===== src/rtl/vga_pkg.sv =====
// Timing constants shared with the VGA timing generator, plus the read-owner tag type.
package vga_pkg;

  localparam int unsigned VgaHTotal     = 800;
  localparam int unsigned VgaHActive    = 640;
  localparam int unsigned VgaVTotal     = 525;
  localparam int unsigned VgaVActive    = 480;
  localparam int unsigned VgaPixPerWord = 8;
  localparam int unsigned VgaWpl        = VgaHActive / VgaPixPerWord;

  typedef enum logic {
    OwnDisp = 1'b0,
    OwnHost = 1'b1
  } owner_e;

  // Never returns 0, so derived bit-slices stay legal for tiny values.
  function automatic int unsigned vga_clog2(input int unsigned v);
    return (v <= 1) ? 1 : $clog2(v);
  endfunction

endpackage


===== src/rtl/vga_lookahead.sv =====
// Advances a scan position (x,y) by Lead pixels with horizontal and vertical wrap.
module vga_lookahead
  import vga_pkg::*;
#(
  parameter int unsigned HTotal = VgaHTotal,
  parameter int unsigned VTotal = VgaVTotal,
  parameter int unsigned Lead   = 4
) (
  input  logic [9:0] x_i,
  input  logic [9:0] y_i,
  output logic [9:0] xa_o,
  output logic [9:0] ya_o,
  output logic       wrap_o
);

  logic [10:0] xs;

  always_comb begin
    xs     = {1'b0, x_i} + 11'(Lead);
    xa_o   = xs[9:0];
    ya_o   = y_i;
    wrap_o = 1'b0;
    if (xs >= 11'(HTotal)) begin
      xa_o   = 10'(xs - 11'(HTotal));
      ya_o   = (y_i == 10'(VTotal - 1)) ? 10'd0 : y_i + 10'd1;
      // Only the exact crossing counts, so line_base steps once per line.
      wrap_o = (xs == 11'(HTotal));
    end
  end

endmodule


===== src/rtl/vga_vram_arbiter.sv =====
// Shares one sync-read VRAM between deadline-driven display fetches and a host port.
// Display always wins; each read carries an owner tag so returning data is steered correctly.
module vga_vram_arbiter
  import vga_pkg::*;
#(
  parameter int unsigned HTotal     = VgaHTotal,
  parameter int unsigned HActive    = VgaHActive,
  parameter int unsigned VTotal     = VgaVTotal,
  parameter int unsigned VActive    = VgaVActive,
  parameter int unsigned PixPerWord = VgaPixPerWord,
  parameter int unsigned DataW      = 32,
  parameter int unsigned AddrW      = 16,
  parameter int unsigned FetchLead  = 4
) (
  input  logic             clk_i,
  input  logic             rst_i,
  input  logic [9:0]       x_i,
  input  logic [9:0]       y_i,
  output logic [DataW-1:0] pix_word_o,
  output logic             pix_load_o,
  input  logic             host_valid_i,
  output logic             host_ready_o,
  input  logic             host_we_i,
  input  logic [AddrW-1:0] host_addr_i,
  input  logic [DataW-1:0] host_wdata_i,
  output logic             host_rvalid_o,
  output logic [DataW-1:0] host_rdata_o,
  output logic             mem_en_o,
  output logic             mem_we_o,
  output logic [AddrW-1:0] mem_addr_o,
  output logic [DataW-1:0] mem_wdata_o,
  input  logic [DataW-1:0] mem_rdata_i
);

  localparam int unsigned Wpl  = HActive / PixPerWord;
  localparam int unsigned GrpW = vga_clog2(PixPerWord);

  logic [9:0]       xa, ya;
  logic             wrap, due, load;
  logic [AddrW-1:0] line_base_d, line_base_q, fetch_addr;
  logic             mem_en_q, mem_we_q;
  logic [AddrW-1:0] mem_addr_q;
  logic [DataW-1:0] mem_wdata_q;
  owner_e           owner_q, rd_own_q;
  logic             rd_vld_q;
  logic [DataW-1:0] next_word_q, pix_word_q, host_rdata_q;
  logic             host_rvalid_q;

  vga_lookahead #(
    .HTotal(HTotal),
    .VTotal(VTotal),
    .Lead  (FetchLead)
  ) u_lookahead (
    .x_i   (x_i),
    .y_i   (y_i),
    .xa_o  (xa),
    .ya_o  (ya),
    .wrap_o(wrap)
  );

  always_comb begin
    due         = (xa < 10'(HActive)) && (ya < 10'(VActive)) && (xa[GrpW-1:0] == '0);
    line_base_d = line_base_q;
    if (wrap) begin
      line_base_d = (ya == 10'd0) ? '0 : line_base_q + AddrW'(Wpl);
    end
    // On the wrap cycle xa is 0, so the fetch must already use the new line's base.
    fetch_addr = (wrap ? line_base_d : line_base_q) + AddrW'(xa >> GrpW);
  end

  // Load when the pixel after this one starts an active group (including next-line group 0).
  always_comb begin
    if (x_i == 10'(HTotal - 1)) begin
      load = (y_i == 10'(VTotal - 1)) || (y_i + 10'd1 < 10'(VActive));
    end else begin
      load = (x_i + 10'd1 < 10'(HActive)) && (y_i < 10'(VActive)) && (x_i[GrpW-1:0] == '1);
    end
  end

  assign host_ready_o  = host_valid_i && !due && !rst_i;
  assign pix_load_o    = load && !rst_i;
  assign pix_word_o    = pix_word_q;
  assign host_rvalid_o = host_rvalid_q;
  assign host_rdata_o  = host_rdata_q;
  assign mem_en_o      = mem_en_q;
  assign mem_we_o      = mem_we_q;
  assign mem_addr_o    = mem_addr_q;
  assign mem_wdata_o   = mem_wdata_q;

  always_ff @(posedge clk_i or posedge rst_i) begin
    if (rst_i) begin
      line_base_q   <= '0;
      mem_en_q      <= 1'b0;
      mem_we_q      <= 1'b0;
      mem_addr_q    <= '0;
      mem_wdata_q   <= '0;
      owner_q       <= OwnDisp;
      rd_own_q      <= OwnDisp;
      rd_vld_q      <= 1'b0;
      next_word_q   <= '0;
      pix_word_q    <= '0;
      host_rdata_q  <= '0;
      host_rvalid_q <= 1'b0;
    end else begin
      line_base_q <= line_base_d;
      mem_en_q    <= due || host_valid_i;
      mem_we_q    <= !due && host_valid_i && host_we_i;
      if (due) begin
        mem_addr_q <= fetch_addr;
        owner_q    <= OwnDisp;
      end else if (host_valid_i) begin
        mem_addr_q  <= host_addr_i;
        mem_wdata_q <= host_wdata_i;
        owner_q     <= OwnHost;
      end
      // Second tag stage lines up with mem_rdata, one cycle after the strobe.
      rd_vld_q      <= mem_en_q && !mem_we_q;
      rd_own_q      <= owner_q;
      host_rvalid_q <= rd_vld_q && (rd_own_q == OwnHost);
      if (rd_vld_q && (rd_own_q == OwnHost)) host_rdata_q <= mem_rdata_i;
      if (rd_vld_q && (rd_own_q == OwnDisp)) next_word_q <= mem_rdata_i;
      if (load) pix_word_q <= next_word_q;
    end
  end

endmodule


===== config.mk =====
export PLATFORM = sky130hd
export DESIGN_NAME = vga_vram_arbiter
export DESIGN_NICKNAME = d
export VERILOG_FILES = /design/src/rtl/vga_pkg.sv /design/src/rtl/vga_lookahead.sv /design/src/rtl/vga_vram_arbiter.sv
export SDC_FILE = /design/constraint.sdc
export NUM_CORES = 1
export LEC_CHECK = 0
export CELL_PAD_IN_SITES_DETAIL_PLACEMENT = 1
export CELL_PAD_IN_SITES_GLOBAL_PLACEMENT = 2
export CORE_ASPECT_RATIO = 1.4
export CORE_MARGIN = 2
export CORE_UTILIZATION = 25
export DETAILED_ROUTE_END_ITERATION = 10
export GPL_TIMING_DRIVEN = 0
export MAX_ROUTING_LAYER = met4
export PLACE_DENSITY = 0.67
export SYNTH_ARGS = -nofsm -noshare
export SYNTH_HDL_FRONTEND = slang
export SYNTH_HIERARCHICAL = 1
export SYNTH_SLANG_ARGS = --single-unit

===== constraint.sdc =====
create_clock -name clk_i -period 9.2 [get_ports clk_i]
set_input_delay 1.84 -clock clk_i [delete_from_list [all_inputs] [get_ports clk_i]]
set_output_delay 1.84 -clock clk_i [all_outputs]
set_load 0.005 [all_outputs]

## Word-level counts from Yosys, hierarchy flattened

Cells that the tools add are included.

| cells by class | value |
|---|---|
| add/sub/neg operators | 6 |
| reductions and logical operators | 20 |
| muxes and demuxes | 12 |
| equality and inequality tests | 4 |
| bitwise logic cells | 2 |
| order comparisons | 6 |

Operators with widths:

| kind | count |
|---|---|
| 16-bit 2-to-1 mux | 5 |
| 10-bit by 9-bit less-than comparator with 1-bit output, second input constant | 3 |
| 10-bit 2-to-1 mux | 3 |
| 10-bit by 1-bit adder with 10-bit output, second input constant | 2 |
| 10-bit == test, second input constant | 2 |
| 10-bit less-than comparator, second input constant | 2 |
| 16-bit by 7-bit adder with 16-bit output | 1 |
| 16-bit by 7-bit adder with 16-bit output, second input constant | 1 |
| 10-bit by 3-bit adder with 11-bit output, second input constant | 1 |
| 11-bit by 10-bit == test with 1-bit output, second input constant | 1 |
| 11-bit by 10-bit greater-or-equal comparator with 1-bit output, second input constant | 1 |
| 1-bit logical AND | 11 |
| 10-bit zero test | 1 |
| 10-bit subtractor, second input constant | 1 |
| 1-bit 2-to-1 mux | 4 |
| 3-bit == test, second input constant | 1 |
| 1-bit zero test | 3 |
| 3-bit zero test | 1 |
| 1-bit logical OR | 2 |
| 1-bit NOT | 2 |
| 2-bit AND reduction | 1 |
| 2-bit nonzero test | 1 |

| storage, ports and cells | value |
|---|---|
| output and inout port bits | 117 |
| word-level logic and storage cells | 62 |
| bits of input ports | 104 |
| bits in registers | 166 |

## Logic depth before layout (Yosys ltp)

| logic depth | value |
|---|---|
| depth in word-level cells | 9 |
| gate-level depth with buffers | 24 |
| gate-level depth less buffers | 21 |

## Hierarchy

The synthesis kept the hierarchy.

By module, submodules not included:

| module | seq. area each (um^2) | cells each | instances | area each (um^2) |
|---|---|---|---|---|
| vga_vram_arbiter | 4154.0 | 537 | 1 | 7223.2 |
| vga_lookahead | 0.0 | 112 | 1 | 745.7 |

## Worst setup path before layout

Ideal clock, no wire load.

| timing path | value |
|---|---|
| path kind | input to output |
| start point | input rst_i |
| end point | output host_ready_o |
| stages | 2 |
| required time | 7.360 ns |
| path slack | 1.569 ns |
| data arrival time | 5.791 ns |
| cell sequence | inv_1 and3_1 |

| between the ends | value |
|---|---|
| longest elaborated chain between the ends | 2 |

Ends and longest elaborated chain:

| what | RTL line | source |
|---|---|---|
| from (decl) | vga_vram_arbiter.sv:16 | `input logic rst_i,` |
| 1-bit zero test (no source line) | -- |  |
| 1-bit logical AND | vga_vram_arbiter.sv:80 | `assign host_ready_o = host_valid_i && !due && !rst_i;` |
| to (decl) | vga_vram_arbiter.sv:22 | `output logic host_ready_o,` |

No other way between the ends.

## Worst setup path after layout

| timing path | value |
|---|---|
| start point | input x_i[3] |
| end point | output host_ready_o |

| between the ends | value |
|---|---|
| longest elaborated chain between the ends | 9 |
| elaborated cells on any way between the ends | 13 |

Ends and longest elaborated chain:

| what | RTL line | source |
|---|---|---|
| from (decl) | vga_vram_arbiter.sv:17 | `input logic [9:0] x_i,` |
| 10-bit by 3-bit adder with 11-bit output | vga_lookahead.sv:19 | `xs = {1'b0, x_i} + 11'(Lead);` |
| 11-bit by 10-bit greater-or-equal comparator with 1-bit output | vga_lookahead.sv:23 | `if (xs >= 11'(HTotal)) begin` |
| 10-bit 2-to-1 mux | vga_lookahead.sv:23 |  |
| net ya[9] | vga_vram_arbiter.sv:38 | `logic [9:0] xa, ya;` |
| 10-bit by 9-bit less-than comparator with 1-bit output | vga_vram_arbiter.sv:62 | `due = (xa < 10'(HActive)) && (ya < 10'(VActive)) && (xa[GrpW-1:0] == '0);` |
| 1-bit logical AND (2 in a row) | vga_vram_arbiter.sv:62 |  |
| 1-bit zero test | vga_vram_arbiter.sv:80 |  |
| 1-bit logical AND (2 in a row) | vga_vram_arbiter.sv:80 |  |

The timed path passes the listed nets, and every way through them passes these cells.

==> impl_metrics.env <==
export IMPL_power_leakage_nw=4.61
export IMPL_fin_ws_ns=0.546
export IMPL_cts_buffer_depth=2
export IMPL_ir_drop_uv=139
export IMPL_reg2reg_slack_ns=6.25
export IMPL_cp_slowest_stage_delay_ns=0.64
export IMPL_min_period_ns=8.65
export IMPL_grt_pass1_wl_um=37100
export IMPL_synth_edf_count=0
export IMPL_setup_viol=0
export IMPL_grt_setup_unrepaired="no"
export IMPL_grt_overflow=0
export IMPL_reg2reg_to="mem_addr_o[13]$_DFFE_PP0P_"
export IMPL_relSlewSlack_pct=38.5
export IMPL_antenna_found_initial=1
export IMPL_ys_seq_area_share_pct=52.1
export IMPL_pwr_share_seq_pct=43.4
export IMPL_nFillCells=3406
export IMPL_status="complete, no violations"
export IMPL_ys_seq_elements=166
export IMPL_yosys_most_used_dff="dfrtp_1"
export IMPL_hold_violations=0
export IMPL_worst_r2r_cell_count=10
export IMPL_track_usage_pct=14.8
export IMPL_wire_per_inst_um=18.0
export IMPL_total_power_mw=2.20
export IMPL_worstPathArrival_ns=6.81
export IMPL_cts_reportedPaths_clkPinSlew_ns=0.06
export IMPL_start_kind="input port"
export IMPL_crit_path_max_fanout=10
export IMPL_yosysWarnings=6
export IMPL_timing_hold_ws_ns=0.384
export IMPL_fp_dieW_um=155
export IMPL_row_count=77
export IMPL_crit_chain="clkdlybuf4s50_1, ha_1, buf_2, nand3_1, xor2_1, ha_1, nand4b_1, o32a_1, o2111ai_1, a21oi_2, buf_4, o31ai_1, nor4_1, nand3_2, clkbuf_1, and3_1, clkdlybuf4s50_1"
export IMPL_cp_top_family="buffers and inverters"
export IMPL_dr_first_iter_drc_count=213
export IMPL_cts_tree="yes"
export IMPL_mostFrequentLayoutCell="clkdlybuf4s50_1"
export IMPL_clkPwrFrac_pct=32.4
export IMPL_power_report_internal_total_mw=1.65
export IMPL_cts_root_buf="clkbuf_16"
export IMPL_final_cell_mix="clkdlybuf4s50_1 (219), dfrtp_1 (166), mux2_2 (131)"
export IMPL_p_comb_share_pct=24.3
export IMPL_worst_pin_slew_ns=0.914
export IMPL_dp_hpwl_um=17800
export IMPL_clk_latency_ns=0.44
export IMPL_die_y_um=215
export IMPL_postRouteWirelength_um=23300
export IMPL_synth_cells=649
export IMPL_hold_class="reg2reg"
export IMPL_p_switching_mw=0.549
export IMPL_dr_pass1_iters=4
export IMPL_start_util_pct=25.3
export IMPL_dpl_worst_slack_ns=0.320
export IMPL_ant_nets=0
export IMPL_drc=0
export IMPL_synth_async_reset_ratio_pct=100
export IMPL_worstHoldStart="owner_q$_DFFE_PP0P_"
export IMPL_fin_skew_ns=0.00813
export IMPL_num_vias=6003
export IMPL_io_pins=221
export IMPL_core_mm2=0.0315
export IMPL_slowest_stage="clkdlybuf4s50_1"
export IMPL_fmax_ghz=0.116
export IMPL_drive_gt1_share_pct=22.5
export IMPL_synth_nets=767
export IMPL_swShare_pct=24.9
export IMPL_min_to="rd_own_q$_DFF_PP0_"
export IMPL_cts_sinks=166
export IMPL_vias_per_cell=4.64
export IMPL_syn2layout_area_growth_pct=41.6
export IMPL_synth_area_per_cell_um2=12.3
export IMPL_layout_nets=1006
export IMPL_worst_path_buf_inv=5
export IMPL_critPathKind="in2out"
export IMPL_grt_start_max_net_pins=94
export IMPL_worstHoldPathCells=0
export IMPL_period_share_pct=94.1
export IMPL_place_congestion=0.775
export IMPL_power_density_mw_per_mm2=195
export IMPL_syn_area_mm2=0.00797
export IMPL_grt_pass1_vias=6446
export IMPL_maxCapViolations=0
export IMPL_cts_htree_levels=4
export IMPL_port_buffers=219
export IMPL_dieArea_mm2=0.0333
export IMPL_cts_buffers=17
export IMPL_slew_viol_final=0
export IMPL_ys_types=73
export IMPL_worst_endpoint_required_ns=7.36
export IMPL_multiInputGateArea_mm2=0.00362
export IMPL_regArea_mm2=0.00415
export IMPL_crit_path_end_kind="primary output"
## flip-flops by register name, summed over array words and instances, names as in the netlist, named ones only
register	count
host_rdata_o	32
host_rvalid_o	1
line_base_q	2
mem_addr_o	16
mem_en_o	1
mem_wdata_o	32
mem_we_o	1
next_word_q	32
owner_q	1
pix_word_o	32
rd_own_q	1
rd_vld_q	1
## Yosys cell counts (3+ instances only)
cell	number	area [µm²]
nand3_1	16	80.1
clkbuf_1	10	37.5
ha_1	13	163
nand2b_1	7	43.8
buf_1	9	33.8
or4_1	3	22.5
o21ai_1	7	35.0
o21ai_0	16	80.1
buf_2	6	30.0
nand4_1	6	37.5
and3_1	10	62.6
o21a_1	5	37.5
nor4_1	9	56.3
nor2_1	31	116
a21oi_2	3	26.3
o21bai_1	3	22.5
nand2_1	24	90.1
a21oi_1	10	50.1
buf_4	7	52.6
nor3_2	4	40.0
mux2_2	131	1480
nand4b_1	4	35.0
or3_1	4	25.0
a211oi_1	6	45.0
and2_1	12	75.1
xnor2_1	10	87.6
a21o_1	4	30.0
mux2i_1	12	120
dfrtp_1	166	4150
a31oi_1	5	31.3
o31ai_1	6	45.0
inv_1	12	45.0
nor3_1	11	55.1
xor2_1	12	105
nor2b_1	11	68.8
## per-stage QoR
step           setup TNS, ns  util (%)  cell area (µm²)  std cells
3_3_place_gp           -1.22      33.8            10700       1263
2_1_floorplan              0         -             7970        649
5_1_grt                    0      35.8            11300       1295
3_5_place_dp               0      33.9            10700       1264
4_1_cts                    0      35.8            11300       1294
6_report                   0      35.8            11300       1295
## routing by layer
layer  share of wire (%)  vias up  global-route usage (%)
met2                  55      134                    26.4
met3                 3.8       16                    3.19
li1                    -     2827                       -
met5                   0        -                       -
met4                 1.2        0                    4.26
met1                  40     3026                    16.5
## cell families after synthesis
group / synth area share (%)
adder cells (fa/ha/maj): 2.29
flip-flops: 52.1
multiplexers: 20.3
XOR/XNOR: 2.62
AO/OA/AOI/OAI: 8.02
AND/OR/NAND/NOR: 12.1
buffers and inverters: 2.54
## power groups by stage
stage / logic [mW] / clock network [mW] / registers, mW
final: 0.534 / 0.713 / 0.956
after floorplan: 0.206 / 0 / 0.968
after CTS: 0.548 / 0.741 / 0.957
after global placement: 0.535 / 0 / 0.962
after detailed placement: 0.544 / 0 / 0.970
after global routing: 0.578 / 0.768 / 0.978
## worst max-delay path by stage
stage / startpoint / end / slack (ns) / cells past startpoint
2_1_floorplan: rst_i / host_ready_o / 1.57 / 2
5_1_grt: x_i[3] / host_ready_o / 0.07 / 17
3_3_place_gp: rst_i / host_ready_o / -1.22 / 4
4_1_cts: x_i[2] / host_ready_o / 0.32 / 17
6_report: x_i[3] / host_ready_o / 0.55 / 17
3_5_place_dp: x_i[2] / host_ready_o / 0.32 / 17
## layout make-up
type	instances	share of cell area [%]
multi-input cells	438	32.1
repair buffers	220	19.7
plain buffers	32	1.36
diodes	1	0.0222
clock buffers	22	4.29
well taps	395	4.38
flip-flops and latches	166	36.8
clock inverters	8	0.876
inverters	13	0.499
## timing repair
action | in CTS | in global routing
endpoints found under the setup margin | 0 | 1
setup buffers | 0 | 0
hold endpoints to repair | 0 | 0
hold buffers | 0 | 0
gates resized for setup | 0 | 1
Note: power is estimated with default switching activity, not from simulation.
